$ cat config.mk
export PLATFORM = sky130hd
export DESIGN_NAME = prod_accum
export DESIGN_NICKNAME = d
export VERILOG_FILES = /design/src/rtl/prod_accum.sv
export SDC_FILE = /design/constraint.sdc
export NUM_CORES = 1
export LEC_CHECK = 0
export CAP_MARGIN = 20
export CORE_MARGIN = 2
export CORE_UTILIZATION = 40
export CTS_CLUSTER_SIZE = 12
export DETAILED_ROUTE_END_ITERATION = 7
export HOLD_SLACK_MARGIN = 0.12
export MAX_ROUTING_LAYER = met4
export PLACE_DENSITY_LB_ADDON = 0.25
export RECOVER_POWER = 100
export SLEW_MARGIN = 5
export SYNTH_ARGS = -nofsm -noshare
export SYNTH_HDL_FRONTEND = slang
export SYNTH_SLANG_ARGS = --single-unit
$ cat constraint.sdc
create_clock -name clk -period 2.7 [get_ports clk]
set_input_delay 0.405 -clock clk [delete_from_list [all_inputs] [get_ports clk]]
set_output_delay 0.405 -clock clk [all_outputs]
set_load 0.1 [all_outputs]
$ cat src/rtl/prod_accum.sv
// prod_accum: groups a multiplier product stream into dot-product sums with a registered valid/ready result.
// Define PROD_ACCUM_SAT_EN to make the adder saturate instead of wrapping.
module prod_accum #(
  parameter int PW  = 8,
  parameter int AW  = 10,
  parameter int LEN = 4,
  parameter int CW  = 3
) (
  input  logic          clk,
  input  logic          rst,
  input  logic          in_valid,
  output logic          in_ready,
  input  logic [PW-1:0] in_prod,
  input  logic          in_last,
  output logic          out_valid,
  input  logic          out_ready,
  output logic [AW-1:0] out_sum,
  output logic [CW-1:0] out_cnt,
  output logic          out_ovf
);
  typedef enum logic {ACC, HOLD} state_t;
  state_t state, state_nxt;
  logic [AW-1:0] acc, sum_nxt;
  logic [CW-1:0] cnt;
  logic          ovf, accept, fin;
  logic [AW:0]   nxt;
  assign in_ready  = (state == ACC) || (state == HOLD && out_ready);
  assign accept    = in_valid && in_ready;
  assign nxt       = {1'b0, acc} + (AW+1)'(in_prod);
  assign fin       = in_last || cnt == CW'(LEN - 1);
  assign out_valid = state == HOLD;
`ifdef PROD_ACCUM_SAT_EN
  assign sum_nxt = nxt[AW] ? '1 : nxt[AW-1:0];
`else
  assign sum_nxt = nxt[AW-1:0];
`endif
  // A drain with a simultaneous non-final accept lands in ACC; a final accept always lands in HOLD.
  always_comb begin
    state_nxt = state;
    if (accept) state_nxt = fin ? HOLD : ACC;
    else if (out_ready) state_nxt = ACC;
  end
  always_ff @(posedge clk or posedge rst)
    if (rst) state <= ACC;
    else state <= state_nxt;
  always_ff @(posedge clk or posedge rst) begin
    if (rst) begin
      acc     <= '0;
      cnt     <= '0;
      ovf     <= 1'b0;
      out_sum <= '0;
      out_cnt <= '0;
      out_ovf <= 1'b0;
    end else if (accept && fin) begin
      out_sum <= sum_nxt;
      out_cnt <= cnt + CW'(1);
      out_ovf <= ovf | nxt[AW];
      acc     <= '0;
      cnt     <= '0;
      ovf     <= 1'b0;
    end else if (accept) begin
      acc <= sum_nxt;
      cnt <= cnt + CW'(1);
      ovf <= ovf | nxt[AW];
    end
  end
endmodule

==> summary.txt <==
Worst setup path
  • Crit path DAT: 2580 ps
  • Highest-delay cell along the critical path: clkbuf_1
  • Critical path fanouts, max: 15
  • Critical path's most frequent cell: ha_1
  • Worst path bufs/invs: 1
  • Setup CP Type: flip-flop to flip-flop
  • CP top delay family: buffers and inverters
  • Critical path capture point type: flip-flop
  • Startpoint types: flip-flop
  • CP cell instances: ha_1 > ha_1 > o211ai_2 > clkbuf_1 > mux2_2
  • Critical Path RT: 2860 ps
  • Max incr delay on CP: 610 ps

STA
  • Worst slew margin: -0.918%
  • Final setup violation count: 0
  • Max Transition Viols Final: 30
  • Clk_skew: 11.3 ps
  • Final min period: 2430 ps
  • Measured slew at the worst slew-check pin: 1510 ps
  • Final Hold Viols: 0
  • Hold WS: 480 ps
  • TNS Setup: 0 ps
  • Fin crit share: 89.8%
  • Fmax achieved: 412 MHz
  • RSZ-0062 raised after global routing: false

Global routing
  • Initial antenna violation count: 0
  • GRT overflow: 0
  • First-pass GRT wire length: 5.02 mm
  • Pin count of the biggest net entering global routing: 30
  • Vias in the first global route: 1091
  • Total GRT Usage: 16.5%

Route
  • Routed wire per std cell: 13.8 um
  • Post-DRT Antenna Nets: 0
  • Starting DRT DRC Count: 51
  • Vias: 1095
  • DR pass1 iterations: 4
  • DR vias/cell: 5.14
  • DR DRC count: 0
  • Final WL: 2.93 mm

Place
  • Port bufs: 28
  • DPL Wire Length: 2.13 mm
  • GP Congestion: 0.793

Clock tree
  • CTS Sinks: 29
  • Max clock buf depth: 2
  • Number of post-CTS setup repair buffers: 0
  • Hold_buf cts: 0
  • CTS root buffer: clkbuf_8
  • Clk_lat worst skew: 280 ps
  • CTS HTree Levels: 2
  • PostCTS Resize Cnt: 0
  • Worst-path clk slew: 70 ps
  • CTS Buf Count: 5
  • CTS tree: yes

Logic synthesis
  • Post-synth EDFFs: 0
  • Synth warnings: 0
  • Synth Register Bits: 29
  • Syn nets: 151
  • Mapped Area: 1470 um^2
  • Synth Area per Inst: 11.6 um^2
  • Sequential area share after synthesis: 49.3%
  • Most used DFF post-synth: dfrtp_1
  • Post-Syn Instances: 127
  • Post-synthesis async set-or-reset flop share: 100%
  • Post-synthesis cell type count: 34

Finish
  • FILL cells: 359
  • Layout Nets: 188
  • N_diodes: 0
  • Layout cell share with drive strength beyond 1: 12.7%
  • Layout area overhead: 23.2%
  • Area of the multi-input gates: 687 um^2
  • Reg area: 726 um^2

Die
  • Die Height: 64.7 um
  • Initial Util: 40.8%
  • Die ar.: 4180 um^2
  • I/O pin cnt: 29
  • Die X: 64.7 um
  • Core outline area: 3610 um^2
  • # rows: 22

Run status
  • Failing checks: capacitance limit, slew limit
  • Outcome: complete, but fails checks

Worst hold path
  • HP Class: flip-flop to flip-flop

Run
  • Max-cap violations: 1
## logic make-up after synthesis
| kind of cell | count (synthesis) | share of synthesized area (%) |
|---|---|---|
| compound gates | 39 | 19.1 |
| flops | 29 | 49.3 |
| simple gates | 22 | 8.24 |
| fa+ha+maj | 11 | 9.86 |
| buf+inv | 10 | 2.63 |
| xor+xnor | 8 | 4.76 |
| mux | 8 | 6.12 |
## synthesized netlist by cell type (all sizes together), types with 2 or more instances
cell type / count / area, um^2
ha: 10 / 125
nor2: 2 / 7.51
dfrtp: 29 / 726
xor2: 2 / 17.5
nor3: 2 / 15.0
a22o: 9 / 80.1
clkbuf: 2 / 7.51
mux2: 8 / 90.1
and4: 2 / 17.5
inv: 7 / 26.3
a31oi: 2 / 12.5
o211ai: 2 / 20.0
a21o: 4 / 32.5
o21ai: 11 / 58.8
xnor2: 6 / 52.6
nand2b: 3 / 26.3
nand2: 10 / 37.5
a21oi: 7 / 38.8
or3: 2 / 12.5
## state kept, by name, indices dropped and copies added (netlist names)
signal / cells
out_ovf: 1
cnt: 3
ovf: 1
out_sum: 10
out_valid: 1
acc: 10
out_cnt: 3
## worst paths after layout
check / from / endpoint / slack, ps / cells past startpoint
worst min register to register: out_sum[1] / out_sum[1] / 480 / 2
max in group asynchronous: rst / out_sum[7] / 730 / 3
worst max-delay path: cnt[0] / out_sum[6] / 270 / 5
worst min-delay path: out_sum[1] / out_sum[1] / 480 / 2
worst max register to register: cnt[0] / out_sum[6] / 270 / 5
min in group asynchronous: rst / acc[0] / 1080 / 3
## worst min-delay path: stages, from the launching register on
cell and delay [ps]:
dfrtp_1 340, nand2_1 40, o21ai_0 60
## cells in the final DEF (no fill, tap or decap), types with 2 or more instances in the layout
cell              n
nand2_1          10
a21o_2            2
o21ai_0           9
xor2_1            2
mux2_2            8
a21o_1            2
a21oi_1           7
and4_1            2
nand2b_1          3
inv_1             7
clkbuf_8          6
clkdlybuf4s50_1  10
dfrtp_1          29
a22o_1            8
dlygate4sd3_1     2
nor2_1            2
xnor2_1           6
clkbuf_1         22
nor3_1            2
a31oi_1           2
or3_1             2
ha_1             10
## layout make-up
| cell class | instances | area share, % |
|---|---|---|
| Clock buffer | 7 | 4.76 |
| Sequential cell | 29 | 40.0 |
| Clock inverter | 1 | 1.66 |
| Timing Repair Buffer | 33 | 11.0 |
| Tap cell | 48 | 3.31 |
| Multi-Input combinational cell | 88 | 37.9 |
| Inverter | 7 | 1.45 |
## stage by stage
step | worst slack [ps] | std cells | cell area (um^2) | utilization [%]
5_1_grt | 111 | 213 | 1810 | 50.3
3_5_place_dp | 115 | 205 | 1800 | 49.9
3_3_place_gp | 174 | 205 | 1800 | 49.9
6_report | 274 | 213 | 1810 | 50.3
4_1_cts | 389 | 213 | 1910 | 53.1
2_1_floorplan | 410 | 127 | 1470 | -
## layer usage
metal	GRT usage, %	vias up	share of wire, %
li1	-	531	-
met1	20.3	533	47
met2	25.1	29	47
met3	6.77	2	5.6
met4	4.79	0	0.20
met5	-	-	0
Power is left out: the tool's default activity adds up to more than one toggle a clock period on the data nets, which glitch-free logic cannot reach.
